### config.mk
export PLATFORM = sky130hd
export DESIGN_NAME = pipe_ce_ctrl_flat
export DESIGN_NICKNAME = d
export VERILOG_FILES = /design/src/rtl/dsp_pipe_pkg.sv /design/src/rtl/pipe_ce_ctrl_if.sv /design/src/rtl/pipe_ce_stage.sv /design/src/rtl/pipe_ce_ctrl.sv /design/src/flat_wrapper.sv
export SDC_FILE = /design/constraint.sdc
export NUM_CORES = 1
export LEC_CHECK = 0
export CORE_AREA = 2 2 39 41
export DETAILED_ROUTE_END_ITERATION = 12
export DIE_AREA = 0 0 41 43
export GPL_ROUTABILITY_DRIVEN = 1
export PLACE_DENSITY = 0.69
export SYNTH_ARGS = -nofsm -noshare
export SYNTH_HDL_FRONTEND = slang
export SYNTH_SLANG_ARGS = --single-unit
### constraint.sdc
create_clock -name clk -period 2.4 [get_ports clk]
set_input_delay 0.48 -clock clk [delete_from_list [all_inputs] [get_ports clk]]
set_output_delay 0.48 -clock clk [all_outputs]
set_load 0.005 [all_outputs]
### src/rtl/dsp_pipe_pkg.sv
// Shared definitions for the DSP pipeline clock-enable controller.
// NSTAGES_MAX  : upper bound on the number of controlled REG_MUX stages.
// pipe_latency : number of registered stages in a register/bypass mask,
//                i.e. the item latency through the chain in clock edges.
package dsp_pipe_pkg;

    localparam int NSTAGES_MAX = 8;

    function automatic int unsigned pipe_latency(input logic [NSTAGES_MAX-1:0] mask);
        int unsigned n;
        n = 0;
        for (int i = 0; i < NSTAGES_MAX; i++) begin
            n = n + {31'b0, mask[i]};
        end
        return n;
    endfunction

endpackage

### src/rtl/pipe_ce_ctrl_if.sv
// Valid/ready stream handshake seen by the pipeline controller.
// in_valid/in_ready  : upstream side (stage-0 D inputs).
// out_valid/out_ready: downstream side (last-stage Q outputs).
// slave  : the controller's view.
// master : the view of whatever surrounds the controller.
interface pipe_ce_ctrl_if;

    logic in_valid;
    logic in_ready;
    logic out_valid;
    logic out_ready;

    modport slave (
        input  in_valid,
        input  out_ready,
        output in_ready,
        output out_valid
    );

    modport master (
        output in_valid,
        output out_ready,
        input  in_ready,
        input  out_valid
    );

endinterface

### src/rtl/pipe_ce_stage.sv
// One stage of the clock-enable chain.
// REG = 1: the stage holds a valid flop that follows the REG_MUX register.
// REG = 0: the stage is a combinational passthrough; valid and advance
//          pass straight through and its clock enable stays low.
// Ports:
//   clk, rst   clock and synchronous active-high reset
//   flush      synchronous pipeline clear
//   ve_prev    effective valid of the previous stage (or in_valid)
//   adv_next   advance of the next stage (or out_ready)
//   ve         effective valid presented by this stage
//   adv        this stage can take new contents this cycle
//   ce         clock enable for this stage's REG_MUX
//   v          stage valid flag (0 when bypassed)
module pipe_ce_stage #(
    parameter bit REG = 1'b1
) (
    input  logic clk,
    input  logic rst,
    input  logic flush,
    input  logic ve_prev,
    input  logic adv_next,
    output logic ve,
    output logic adv,
    output logic ce,
    output logic v
);

    logic v_q;

    always_comb begin
        ve  = ve_prev;
        adv = adv_next;
        ce  = 1'b0;
        v   = 1'b0;
        if (REG) begin
            ve  = v_q;
            // An empty stage can always load, which is what collapses bubbles
            // even while everything downstream is stalled.
            adv = ~v_q | adv_next;
            ce  = adv & ~flush & ~rst;
            v   = v_q;
        end
    end

    // With REG = 0 the enable is tied low, so this flop never leaves zero.
    always_ff @(posedge clk) begin
        if (rst || flush) begin
            v_q <= 1'b0;
        end else if (ce) begin
            v_q <= ve_prev;
        end
    end

endmodule

### src/rtl/pipe_ce_ctrl.sv
// Clock-enable and valid-tracking controller for a chain of REG_MUX stages.
// Each stage is either registered or bypassed (REG_MASK), so latency equals
// the number of registered stages. Stalls hold data via per-stage enables,
// and empty stages refill at the next edge regardless of downstream.
// Ports:
//   clk, rst     clock and synchronous active-high reset
//   flush        synchronous clear of all stage valids
//   hs           valid/ready handshake (slave view)
//   ce           per-stage clock enable, to REG_MUX clk_en
//   stage_valid  per-stage valid, 0 for bypassed stages
//   occupancy    number of valid registered stages
module pipe_ce_ctrl
    import dsp_pipe_pkg::*;
#(
    parameter int                NSTAGES  = 4,
    parameter logic [NSTAGES-1:0] REG_MASK = '1,
    parameter int                CW       = $clog2(NSTAGES + 1)
) (
    input  logic               clk,
    input  logic               rst,
    input  logic               flush,
    pipe_ce_ctrl_if.slave      hs,
    output logic [NSTAGES-1:0] ce,
    output logic [NSTAGES-1:0] stage_valid,
    output logic [CW-1:0]      occupancy
);

    localparam int unsigned LAT = pipe_latency(NSTAGES_MAX'(REG_MASK));

    // ve_c[i] is the effective valid entering stage i; ve_c[NSTAGES] leaves
    // the chain. adv_c[i] is stage i's advance; adv_c[NSTAGES] is out_ready.
    logic [NSTAGES:0] ve_c;
    logic [NSTAGES:0] adv_c;

    assign ve_c[0]        = hs.in_valid;
    assign adv_c[NSTAGES] = hs.out_ready;

    for (genvar i = 0; i < NSTAGES; i++) begin : g_stage
        pipe_ce_stage #(
            .REG (REG_MASK[i])
        ) u_stage (
            .clk      (clk),
            .rst      (rst),
            .flush    (flush),
            .ve_prev  (ve_c[i]),
            .adv_next (adv_c[i+1]),
            .ve       (ve_c[i+1]),
            .adv      (adv_c[i]),
            .ce       (ce[i]),
            .v        (stage_valid[i])
        );
    end

    assign hs.in_ready  = adv_c[0] & ~flush & ~rst;
    assign hs.out_valid = ve_c[NSTAGES] & ~flush & ~rst;

    if (LAT == 0) begin : g_occ_comb
        // Fully combinational chain: nothing is ever held.
        assign occupancy = '0;
    end else begin : g_occ_cnt
        logic accept;
        logic emit;

        assign accept = hs.in_valid & hs.in_ready;
        assign emit   = hs.out_valid & hs.out_ready;

        // flush already masks accept and emit, but the clear must win anyway.
        always_ff @(posedge clk) begin
            if (rst || flush) begin
                occupancy <= '0;
            end else if (accept && !emit) begin
                occupancy <= occupancy + CW'(1);
            end else if (emit && !accept) begin
                occupancy <= occupancy - CW'(1);
            end
        end
    end

endmodule

### src/flat_wrapper.sv
// flat-port wrapper written by rule: the top's interface ports become plain ports
module pipe_ce_ctrl_flat import dsp_pipe_pkg::*;
#(
    parameter int                NSTAGES  = 4,
    parameter logic [NSTAGES-1:0] REG_MASK = '1,
    parameter int                CW       = $clog2(NSTAGES + 1)
)
  (clk, rst, flush, ce, stage_valid, occupancy, hs_in_valid, hs_out_ready, hs_in_ready, hs_out_valid);
  pipe_ce_ctrl_if hs_i ();
  input  logic clk;
  input  logic rst;
  input  logic flush;
  output logic [NSTAGES-1:0] ce;
  output logic [NSTAGES-1:0] stage_valid;
  output logic [CW-1:0] occupancy;
  input wire logic [$bits(hs_i.in_valid)-1:0] hs_in_valid;
  input wire logic [$bits(hs_i.out_ready)-1:0] hs_out_ready;
  output wire logic [$bits(hs_i.in_ready)-1:0] hs_in_ready;
  output wire logic [$bits(hs_i.out_valid)-1:0] hs_out_valid;
  assign hs_i.in_valid = hs_in_valid;
  assign hs_i.out_ready = hs_out_ready;
  assign hs_in_ready = hs_i.in_ready;
  assign hs_out_valid = hs_i.out_valid;
  pipe_ce_ctrl #(.NSTAGES(NSTAGES), .REG_MASK(REG_MASK), .CW(CW)) u_core (.clk(clk), .rst(rst), .flush(flush), .hs(hs_i), .ce(ce), .stage_valid(stage_valid), .occupancy(occupancy));
endmodule
==> metrics <==
Pleak 0.281 nW; Max Fclk 448 MHz; vias in the first global route 281; CTS Buf Count 3; Die ar. 0.00176 sq mm; max-slew violations 0; IO Port Bufs 17; drt initial violations 0; clock latency on the worst-skew pair 0.26 ns; DP Area 557 sq um; clock tree buffer depth 2; CTS tree built; xor/xnor share of the synthesized area 4.53%; largest net degree at the start of global routing 12; critical path launch point type primary input; htree depth 1; pre-CTS setup slack -0.358 ns; RSZ-0062 raised after global routing no; detailed-route via count 338; Yosys cell types 18; origin of the critical flop-to-flop path u_core.g_stage[2].u_stage.v; register bit total from synthesis 7; Rows 14; antenna violations before repair 0; post-layout util 43.9%; Clock Tree Root clkbuf_4; Final Cell Area 608 sq um; Buf/Inv on CP 2; grt ovf 0; Clock transition at path regs 0.05 ns; Yosys Warn Count 0; GP Congestion 0.649; overall power 0.274 mW; Final setup viols 0; syn_area_per_cell 8.40 sq um; Critical Path Source hs_out_ready; crit-path max cell delay 0.38 ns; GRT Util Overall 10.6%; worst reg2reg path depth 9; Final Skew 0.00636 ns; Syn Nets 53; area grow syn2layout 57.3%; min-delay src u_core.g_stage[1].u_stage.v; synthesized cell area 387 sq um; Ports 18; cells after synthesis 46; adder-cell area share of the yosys netlist 8.41%; cell area power density 450 mW/mm^2; vias per std cell 4.23; r2r setup slk 0.28 ns; CP max FO 2; first-pass GRT wire length 1.15 mm; DRC violation count after routing 0; largest family of logic cells by synthesized area simple AND/OR/NAND/NOR gates; setup bufs post-CTS 0; final setup margin 0.168 ns; Clock Sinks 7; post-DP HPWL 600 um; routed length per instance 9.35 um; post-route ant nets 0; slowest CP cell or3_1; Hold EP u_core.g_stage[2].u_stage.v; Synth Area in Simple Gates 20.7%; Starting Density 27.9%; Critical Path AT 2.42 ns; First-pass DRT Iterations 1; worst slew pin tran 0.235 ns; crit-path cells dlygate4sd2_1, and4b_1, a21oi_2, and2_4, ha_4, inv_2, fa_2, xor2_1, or3_1, a21oi_2; Required @ worst endpoint 2.59 ns; CP delay by family, top simple AND/OR/NAND/NOR gates; DRT Wirelength 748 um; Max Cap Viol 0; final hold vios 0; HP Class register to register; share of layout cells above drive strength 1 25.0%; peak supply drop 0.175 mV; outcome completed; hold path depth 2; Die Span Y 43 um; setup TNS 0 ns; crit end category register; fin crit period 2.23 ns; Compound-Gate Fraction of Synth Area 8.74%; multiplexer area fraction after synthesis 2.59%; Setup CP Type primary input to register; Antenna diodes 0; core area 0.00138 sq mm; Post-layout nets 72; Die X 41 um; RR Endpoint u_core.occupancy[2]; relative max-transition margin 84.3%; register area share after synthesis 36.2%; crit-path most repeated cell a21oi_2; period utilization 93.0%
synth_stat cells:
| cell | count | area [sq um] |
|---|---|---|
| and4b_1 | 1 | 10.0 |
| or3_1 | 1 | 6.26 |
| mux2i_1 | 1 | 10.0 |
| or2_2 | 1 | 6.26 |
| xor2_1 | 2 | 17.5 |
| buf_2 | 1 | 5.00 |
| ha_1 | 1 | 12.5 |
| fa_1 | 1 | 20.0 |
| a21oi_2 | 1 | 8.76 |
| a21oi_1 | 4 | 20.0 |
| inv_1 | 2 | 7.51 |
| nand2_1 | 1 | 3.75 |
| dfxtp_1 | 7 | 140 |
| o21ai_0 | 1 | 5.00 |
| nor2_1 | 11 | 41.3 |
| buf_4 | 8 | 60.1 |
| and2_1 | 1 | 6.26 |
| nor2b_1 | 1 | 6.26 |
logic make-up after synthesis:
kind of cell | count (synthesis)
adder cells (fa/ha/maj) | 2
AND/OR/NAND/NOR | 17
flip-flops | 7
AO/OA/AOI/OAI | 6
XOR/XNOR | 2
buffers and inverters | 11
multiplexers | 1
area by class of cell:
type / instances / area (sq um)
Sequential cell: 7 / 140
Timing Repair Buffer: 23 / 216
Inverter: 2 / 7.51
Clock buffer: 4 / 26.3
Fill cell: 152 / 776
Multi-Input combinational cell: 28 / 198
Tap cell: 16 / 20.0
placed cells by master, fill, tap and decap left out:
cell type / instances
clkbuf_1: 1
clkdlybuf4s50_1: 9
mux2i_1: 1
or2_4: 1
xor2_1: 2
inv_2: 1
clkbuf_4: 3
nor2b_1: 1
inv_1: 1
and4b_1: 1
nor2_1: 11
o21ai_0: 1
dlymetal6s2s_1: 2
ha_4: 1
dlygate4sd2_1: 6
buf_6: 1
dfxtp_1: 7
a21oi_1: 3
or3_1: 1
buf_4: 5
and2_4: 1
a21oi_2: 2
nand2_1: 1
fa_2: 1
tightest hold or removal path, stage by stage (launching register included):
cell and delay [ns]:
dfxtp_1 0.34, a21oi_1 0.05, nor2_1 0.07
state kept, by name (all words and copies together) (netlist names):
signal,flops
u_core.g_stage.u_stage.v,4
u_core.occupancy,3
worst max path at each step:
| stage | to | slack (ns) | depth (start not counted) |
|---|---|---|---|
| 6_report | u_core.occupancy[2] | 0.17 | 10 |
| 5_1_grt | u_core.occupancy[2] | 0.06 | 10 |
| 4_1_cts | u_core.occupancy[2] | 0.05 | 10 |
| 3_5_place_dp | u_core.occupancy[2] | -0.36 | 10 |
| 3_3_place_gp | u_core.occupancy[2] | -0.34 | 10 |
| 2_1_floorplan | u_core.occupancy[2] | 0.11 | 9 |
repair_timing:
| item | CTS | global route |
|---|---|---|
| resized for setup | 11 | 5 |
| hold buffers | 0 | 0 |
| pin swaps | 2 | 7 |
| endpoints found under the setup margin | 7 | 1 |
where the power goes:
part / switching, mW / internal (mW)
Clock: 0.0481 / 0.0637
Combinational: 0.0149 / 0.0261
Sequential: 0.00216 / 0.119
Total: 0.0651 / 0.208
routing by layer:
layer / up-vias / track usage, % / wire [um]
met2: 18 / 15.9 / 340
met3: 2 / 6.28 / 88
li1: 174 / - / -
met5: - / 0 / 0
met4: 0 / 8.00 / 19
met1: 144 / 9.80 / 300
per-stage QoR:
step	std cells	hold WS (ns)
after global routing	80	0.550
after floorplan	46	0.453
after detailed placement	76	0.492
final	80	0.504
after global placement	76	0.475
after CTS	80	0.505
Power figures use the tool's default switching activity.
